==> config.mk <==
export PLATFORM = sky130hd
export DESIGN_NAME = maxpool2x2_scheduler
export DESIGN_NICKNAME = d
export VERILOG_FILES = /design/src/rtl/maxpool2x2_scheduler.sv
export SDC_FILE = /design/constraint.sdc
export NUM_CORES = 1
export LEC_CHECK = 0
export CAP_MARGIN = 20
export CORE_ASPECT_RATIO = 0.5
export CORE_MARGIN = 1
export CORE_UTILIZATION = 53
export CTS_CLUSTER_DIAMETER = 40
export DETAILED_ROUTE_END_ITERATION = 7
export PLACE_DENSITY = 0.88
export SETUP_SLACK_MARGIN = 0.3
export SYNTH_ARGS = -nofsm -noshare
export SYNTH_HDL_FRONTEND = slang
export SYNTH_SLANG_ARGS = --single-unit
export TNS_END_PERCENT = 20
==> constraint.sdc <==
create_clock -name clk -period 5.8 [get_ports clk]
set_input_delay 1.16 -clock clk [delete_from_list [all_inputs] [get_ports clk]]
set_output_delay 1.16 -clock clk [all_outputs]
set_load 0.02 [all_outputs]
==> src/rtl/maxpool2x2_scheduler.sv <==
`default_nettype none
// ============================================================================
// Module      : maxpool2x2_scheduler
// Description : Sequences a 2x2 / stride-2 signed max-pool over a feature map
//               held in an external single-port read memory. For each output
//               window it issues four reads (a, b, c, d), reduces them to their
//               signed maximum and writes the result to the output buffer in
//               raster order.
// Ports       : clk, rst            - clock, synchronous active-high reset
//               start               - begin a pass (sampled only when idle)
//               img_w, img_h        - input map dimensions (latched on start)
//               in_base, out_base   - map base addresses (latched on start)
//               rd_en/rd_addr       - memory read request
//               rd_data             - read data, valid one cycle after rd_en
//               wr_en/wr_addr/wr_data - pooled-result write port
//               busy                - pass in progress
//               done                - one-cycle end-of-pass pulse
// Revision    : 1.0 - initial release
// ============================================================================
module maxpool2x2_scheduler #(
  parameter int DATA_WIDTH = 32,
  parameter int ADDR_WIDTH = 16,
  parameter int DIM_WIDTH  = 10
) (
  input  logic                         clk,
  input  logic                         rst,
  input  logic                         start,
  input  logic [DIM_WIDTH-1:0]         img_w,
  input  logic [DIM_WIDTH-1:0]         img_h,
  input  logic [ADDR_WIDTH-1:0]        in_base,
  input  logic [ADDR_WIDTH-1:0]        out_base,
  output logic                         rd_en,
  output logic [ADDR_WIDTH-1:0]        rd_addr,
  input  logic signed [DATA_WIDTH-1:0] rd_data,
  output logic                         wr_en,
  output logic [ADDR_WIDTH-1:0]        wr_addr,
  output logic signed [DATA_WIDTH-1:0] wr_data,
  output logic                         busy,
  output logic                         done
);

  typedef enum logic [2:0] {
    S_IDLE  = 3'd0,
    S_FETCH = 3'd1,
    S_LAST  = 3'd2,
    S_WRITE = 3'd3,
    S_DONE  = 3'd4
  } state_t;

  state_t                       r_state;
  logic [1:0]                   r_phase;      // which of a/b/c/d is on rd_addr
  logic [DIM_WIDTH-1:0]         r_col;        // output column of current window
  logic [DIM_WIDTH-1:0]         r_row;        // output row of current window
  logic [DIM_WIDTH-1:0]         r_col_last;   // OW-1
  logic [DIM_WIDTH-1:0]         r_row_last;   // OH-1
  logic [ADDR_WIDTH-1:0]        r_w;          // latched width, in address units
  logic [ADDR_WIDTH-1:0]        r_row_base;   // address of input row 2r, column 0
  logic [ADDR_WIDTH-1:0]        r_win_addr;   // address of pixel a of current window
  logic [ADDR_WIDTH-1:0]        r_out_ptr;    // out_base + k
  logic signed [DATA_WIDTH-1:0] r_a;
  logic signed [DATA_WIDTH-1:0] r_b;
  logic signed [DATA_WIDTH-1:0] r_c;

  logic                         r_rd_en;
  logic [ADDR_WIDTH-1:0]        r_rd_addr;
  logic                         r_wr_en;
  logic [ADDR_WIDTH-1:0]        r_wr_addr;
  logic signed [DATA_WIDTH-1:0] r_wr_data;
  logic                         r_busy;
  logic                         r_done;

  logic                         w_pass_nonempty;
  logic [ADDR_WIDTH-1:0]        w_img_w_addr;
  logic [DIM_WIDTH-1:0]         w_ow_m1;
  logic [DIM_WIDTH-1:0]         w_oh_m1;
  logic [ADDR_WIDTH-1:0]        w_next_row_base;
  logic [ADDR_WIDTH-1:0]        w_next_col_addr;
  logic signed [DATA_WIDTH-1:0] w_max_ab;
  logic signed [DATA_WIDTH-1:0] w_max_cd;
  logic signed [DATA_WIDTH-1:0] w_max;

  assign w_pass_nonempty = (img_w > DIM_WIDTH'(1)) && (img_h > DIM_WIDTH'(1));
  assign w_img_w_addr    = ADDR_WIDTH'(img_w);
  assign w_ow_m1         = (img_w >> 1) - DIM_WIDTH'(1);
  assign w_oh_m1         = (img_h >> 1) - DIM_WIDTH'(1);

  // Stride 2 in both directions: next window row starts two input rows down,
  // next window column starts two pixels right.
  assign w_next_row_base = r_row_base + (r_w << 1);
  assign w_next_col_addr = r_win_addr + ADDR_WIDTH'(2);

  // Pixel d is not stored: it is taken straight off rd_data in the LAST cycle
  // and folded into the result that is registered onto wr_data.
  assign w_max_ab = (r_a > r_b)     ? r_a : r_b;
  assign w_max_cd = (r_c > rd_data) ? r_c : rd_data;
  assign w_max    = (w_max_ab > w_max_cd) ? w_max_ab : w_max_cd;

  always_ff @(posedge clk) begin
    if (rst) begin
      r_state    <= S_IDLE;
      r_phase    <= 2'd0;
      r_col      <= '0;
      r_row      <= '0;
      r_col_last <= '0;
      r_row_last <= '0;
      r_w        <= '0;
      r_row_base <= '0;
      r_win_addr <= '0;
      r_out_ptr  <= '0;
      r_a        <= '0;
      r_b        <= '0;
      r_c        <= '0;
      r_rd_en    <= 1'b0;
      r_rd_addr  <= '0;
      r_wr_en    <= 1'b0;
      r_wr_addr  <= '0;
      r_wr_data  <= '0;
      r_busy     <= 1'b0;
      r_done     <= 1'b0;
    end else begin
      r_wr_en <= 1'b0;
      r_done  <= 1'b0;
      case (r_state)
        S_IDLE: begin
          if (start) begin
            r_w        <= w_img_w_addr;
            r_col_last <= w_ow_m1;
            r_row_last <= w_oh_m1;
            r_col      <= '0;
            r_row      <= '0;
            r_phase    <= 2'd0;
            r_row_base <= in_base;
            r_win_addr <= in_base;
            r_out_ptr  <= out_base;
            if (w_pass_nonempty) begin
              r_state   <= S_FETCH;
              r_busy    <= 1'b1;
              r_rd_en   <= 1'b1;
              r_rd_addr <= in_base;
            end else begin
              r_state <= S_DONE;
              r_done  <= 1'b1;
            end
          end
        end

        // rd_data lags rd_addr by one cycle, so phase p captures pixel p-1.
        S_FETCH: begin
          r_phase <= r_phase + 2'd1;
          case (r_phase)
            2'd0: r_rd_addr <= r_win_addr + ADDR_WIDTH'(1);
            2'd1: begin
              r_a       <= rd_data;
              r_rd_addr <= r_win_addr + r_w;
            end
            2'd2: begin
              r_b       <= rd_data;
              r_rd_addr <= r_win_addr + r_w + ADDR_WIDTH'(1);
            end
            default: begin
              r_c     <= rd_data;
              r_rd_en <= 1'b0;
              r_state <= S_LAST;
            end
          endcase
        end

        S_LAST: begin
          r_wr_en   <= 1'b1;
          r_wr_addr <= r_out_ptr;
          r_wr_data <= w_max;
          r_state   <= S_WRITE;
        end

        S_WRITE: begin
          r_out_ptr <= r_out_ptr + ADDR_WIDTH'(1);
          if ((r_col == r_col_last) && (r_row == r_row_last)) begin
            r_state <= S_DONE;
            r_busy  <= 1'b0;
            r_done  <= 1'b1;
          end else begin
            r_state <= S_FETCH;
            r_rd_en <= 1'b1;
            if (r_col == r_col_last) begin
              r_col      <= '0;
              r_row      <= r_row + DIM_WIDTH'(1);
              r_row_base <= w_next_row_base;
              r_win_addr <= w_next_row_base;
              r_rd_addr  <= w_next_row_base;
            end else begin
              r_col      <= r_col + DIM_WIDTH'(1);
              r_win_addr <= w_next_col_addr;
              r_rd_addr  <= w_next_col_addr;
            end
          end
        end

        // start is deliberately not sampled here.
        S_DONE: r_state <= S_IDLE;

        default: r_state <= S_IDLE;
      endcase
    end
  end

  assign rd_en   = r_rd_en;
  assign rd_addr = r_rd_addr;
  assign wr_en   = r_wr_en;
  assign wr_addr = r_wr_addr;
  assign wr_data = r_wr_data;
  assign busy    = r_busy;
  assign done    = r_done;

endmodule
`default_nettype wire
==> metrics.txt, run 1 <==
final hold vios 0; CP arrival 7080 ps; Buffers on Ports 153; Net Switching 1.85 mW; failing checks DRC, setup timing; commonest non-fill, non-tap cell in the layout nand2_1; critical setup path kind reg -> reg; detailed router's first-iteration violation count 3450; data required time of the worst path 6310 ps; Ys Warns 0; Post-Syn Instances 2081; predominant post-synthesis flop cell dfxtp_1; Hold WC Path Type reg -> reg; vias per inst 6.59; Slew Viols, Final 0; max_cap viols 0; Avg Cell Area, Syn 7.91 µm²; clock latency on the worst-skew pair 610 ps; vias in the first global route 17165; initial antenna violation count 1; drt wl/cell 22.7 µm; die width 251 µm; Leak 8.41 nW; Peak supply drop 0.182 mV; PnR worst setup slack -776 ps; GRT Util Overall 0.349; RSZ-0062 raised after global routing true; core outline area 30500 µm²; post-DP HPWL 33600 µm; Detail Route Antenna Nets 0; clock network power share 0.372; register bit count reported by yosys 267; Seq/Total Area, Yosys 0.325; commonest non-fill, non-tap cells in the layout nand2_1 (391), dfxtp_1 (254), a21oi_1 (218), buf_4 (164), nor2_1 (160); CTS Buf Count 31; Die ar. 31800 µm²; share of cells above drive strength 1 0.185; clock-pin slew on the worst setup and hold paths 80 ps; Nets 2545; Final Critical Period 6580 ps; Slew HR 0.248; status finished, violations left; Fin Clk Skew 37.0 ps; Worst Path Max Fanout 6; Synth cell types 83; Net Sw Frac 0.334; number of enable flip-flop cells after synthesis 0; drt pass-1 iters 8; Setup Viol. Count Final 32; clock root buffer master clkbuf_16; Synth async-reset ratio 0; Longest Clk Path Bufs 3; GRT Residual Overflow 0; period utilization 1.13; RD Place Congestion 0.961; Final Power 5.55 mW; area delta synth->final 29.5%; pwr/cell area 260 nW/µm²; Initial Util 0.541; drc violations 32; first-pass GRT wire length 90400 µm; largest net degree at the start of global routing 91; CP Launch Type flip-flop; IO Pins 155; worst-margin pin slew 1120 ps; TritonCTS clock tree built; f_max 152 MHz; critical path endpoint category flip-flop; Pint 3.69 mW; Cell Area, Synth 16500 µm²; Post-Synthesis Net Count 2297; via count 18304; row cnt 45; clock sink total 267; final instance area 21300 µm²; DRT Wirelength 63000 µm; Placed Area 19100 µm²; Setup TNS -22530 ps; register share of total power 0.366; H-Tree Depth 1; Die Height 127 µm; Combinational Power Share 0.263
[cell usage after synthesis (all sizes together), types with 3 or more instances]
master	instances	area, µm²
and4	5	46.3
a221oi	16	140
o21a	3	22.5
nor3	32	160
o22ai	5	31.3
and3	17	106
mux2i	75	751
nand2	395	1490
nor2b	10	62.6
or4	5	37.5
nand4	31	194
nand3	35	188
xor2	45	394
a311oi	27	254
a22oi	7	52.6
clkbuf	101	453
or3	13	82.6
o21bai	5	37.5
a221o	3	30.0
dfxtp	267	5350
nor3b	4	30.0
a2111oi	5	43.8
inv	123	462
or2	5	31.3
o211ai	14	105
nor2	166	623
a211oi	38	298
a21oi	223	1120
o21ai	73	365
a222oi	3	30.0
o221ai	35	494
o31ai	5	37.5
buf	20	131
a21o	16	121
xnor2	50	457
a211o	4	36.3
and2	3	18.8
a31oi	11	68.8
ha	127	1590
nand2b	12	75.1
nor4	17	151
[critical path, stage by stage, from the launching register on]
cell and delay, ps:
dfxtp_1 410, inv_1 110, ha_1 330, nand2_1 200, nor3_2 220, buf_4 170
nand4_1 300, buf_4 280, a21oi_4 130, a211oi_2 60, buf_4 190, mux2i_4 270
buf_6 190, mux2i_2 310, inv_1 100, ha_1 340, and4_4 320, nand3_4 110
nor4_4 430, nand4_1 210, or4_1 480, nand2_1 120, mux2i_2 90, or4_4 560
buf_6 180, buf_16 140, o221ai_2 190
[power groups by stage]
stage	registers [mW]	clock network (mW)	logic, mW
2_1_floorplan	2.05	0	0.769
3_3_place_gp	2.06	0	1.14
3_5_place_dp	2.06	0	1.17
4_1_cts	2.02	2.03	1.31
5_1_grt	2.04	2.12	1.52
6_report	2.03	2.06	1.46
[per-layer routing]
layer	vias up	wire length, µm	GRT usage
met5	-	0	0
met4	0	5420	0.225
met3	518	6850	0.0609
met2	1517	27600	0.582
met1	8425	23100	0.421
li1	7844	-	-
[stage by stage]
| step | util | hold slack (ps) | cells | setup slack [ps] |
|---|---|---|---|---|
| floorplan | - | 436 | 2081 | 347 |
| global placement | 0.626 | 441 | 2672 | -878 |
| detailed placement | 0.626 | 446 | 2672 | -1080 |
| CTS | 0.690 | 455 | 2761 | 274 |
| global route | 0.700 | 475 | 2777 | -609 |
| finish | 0.700 | 458 | 2777 | -776 |
[cells by family (layout without fill, tap and decap cells)]
group	Yosys count	in the layout	synth area share
flops	267	267	0.325
buf+inv	244	516	0.0635
compound gates	511	511	0.210
other cells	0	1	0
fa+ha+maj	129	129	0.0989
mux	77	77	0.0469
xor+xnor	95	95	0.0517
simple gates	758	758	0.204
[flip-flops by register name, indices dropped and copies added (netlist names)]
register / cells
rd_en: 1
r_c: 32
r_a: 32
r_col_last: 10
r_phase: 2
r_state: 3
r_row: 10
r_col: 10
wr_data: 32
r_w: 10
done: 1
wr_addr: 16
busy: 1
r_win_addr: 16
wr_en: 1
r_out_ptr: 16
r_row_base: 16
r_b: 32
rd_addr: 16
r_row_last: 10
[area by class of cell]
cell class,instances,area (µm²)
Multi-Input combinational cell,1570,10900
Fill cell,2022,9130
Sequential cell,267,5370
Timing Repair Buffer,336,3040
Clock buffer,36,795
Tap cell,423,529
Inverter,123,464
Clock inverter,21,245
Antenna cell,1,2.50
[worst paths after layout]
kind | start | endpoint | slack, ps | cells past startpoint
setup / recovery | r_b[22]$_SDFFE_PP0P_ | wr_data[27]$_SDFFE_PP0P_ | -780 | 26
hold / removal | wr_addr[15]$_SDFFE_PP0P_ | wr_addr[15]$_SDFFE_PP0P_ | 460 | 2
setup reg to reg | r_b[22]$_SDFFE_PP0P_ | wr_data[27]$_SDFFE_PP0P_ | -780 | 26
hold reg to reg | wr_addr[15]$_SDFFE_PP0P_ | wr_addr[15]$_SDFFE_PP0P_ | 460 | 2
[timing repair]
| action | in CTS | in global routing |
|---|---|---|
| setup buffers | 28 | 15 |
| endpoints found under the hold margin | 0 | 0 |
| cloned | 4 | 0 |
| hold buffers | 0 | 0 |
| pin swaps | 57 | 15 |
| gates resized for setup | 194 | 35 |
| setup endpoints to repair | 32 | 32 |
No activity file was read; power rests on OpenSTA's default activity.
==> run 2: changes to the inputs <==
Settings changed: CORE_MARGIN 1 to default.
==> results of run 2 <==
Final layout, timing and power as in run 1 (identical DEF).
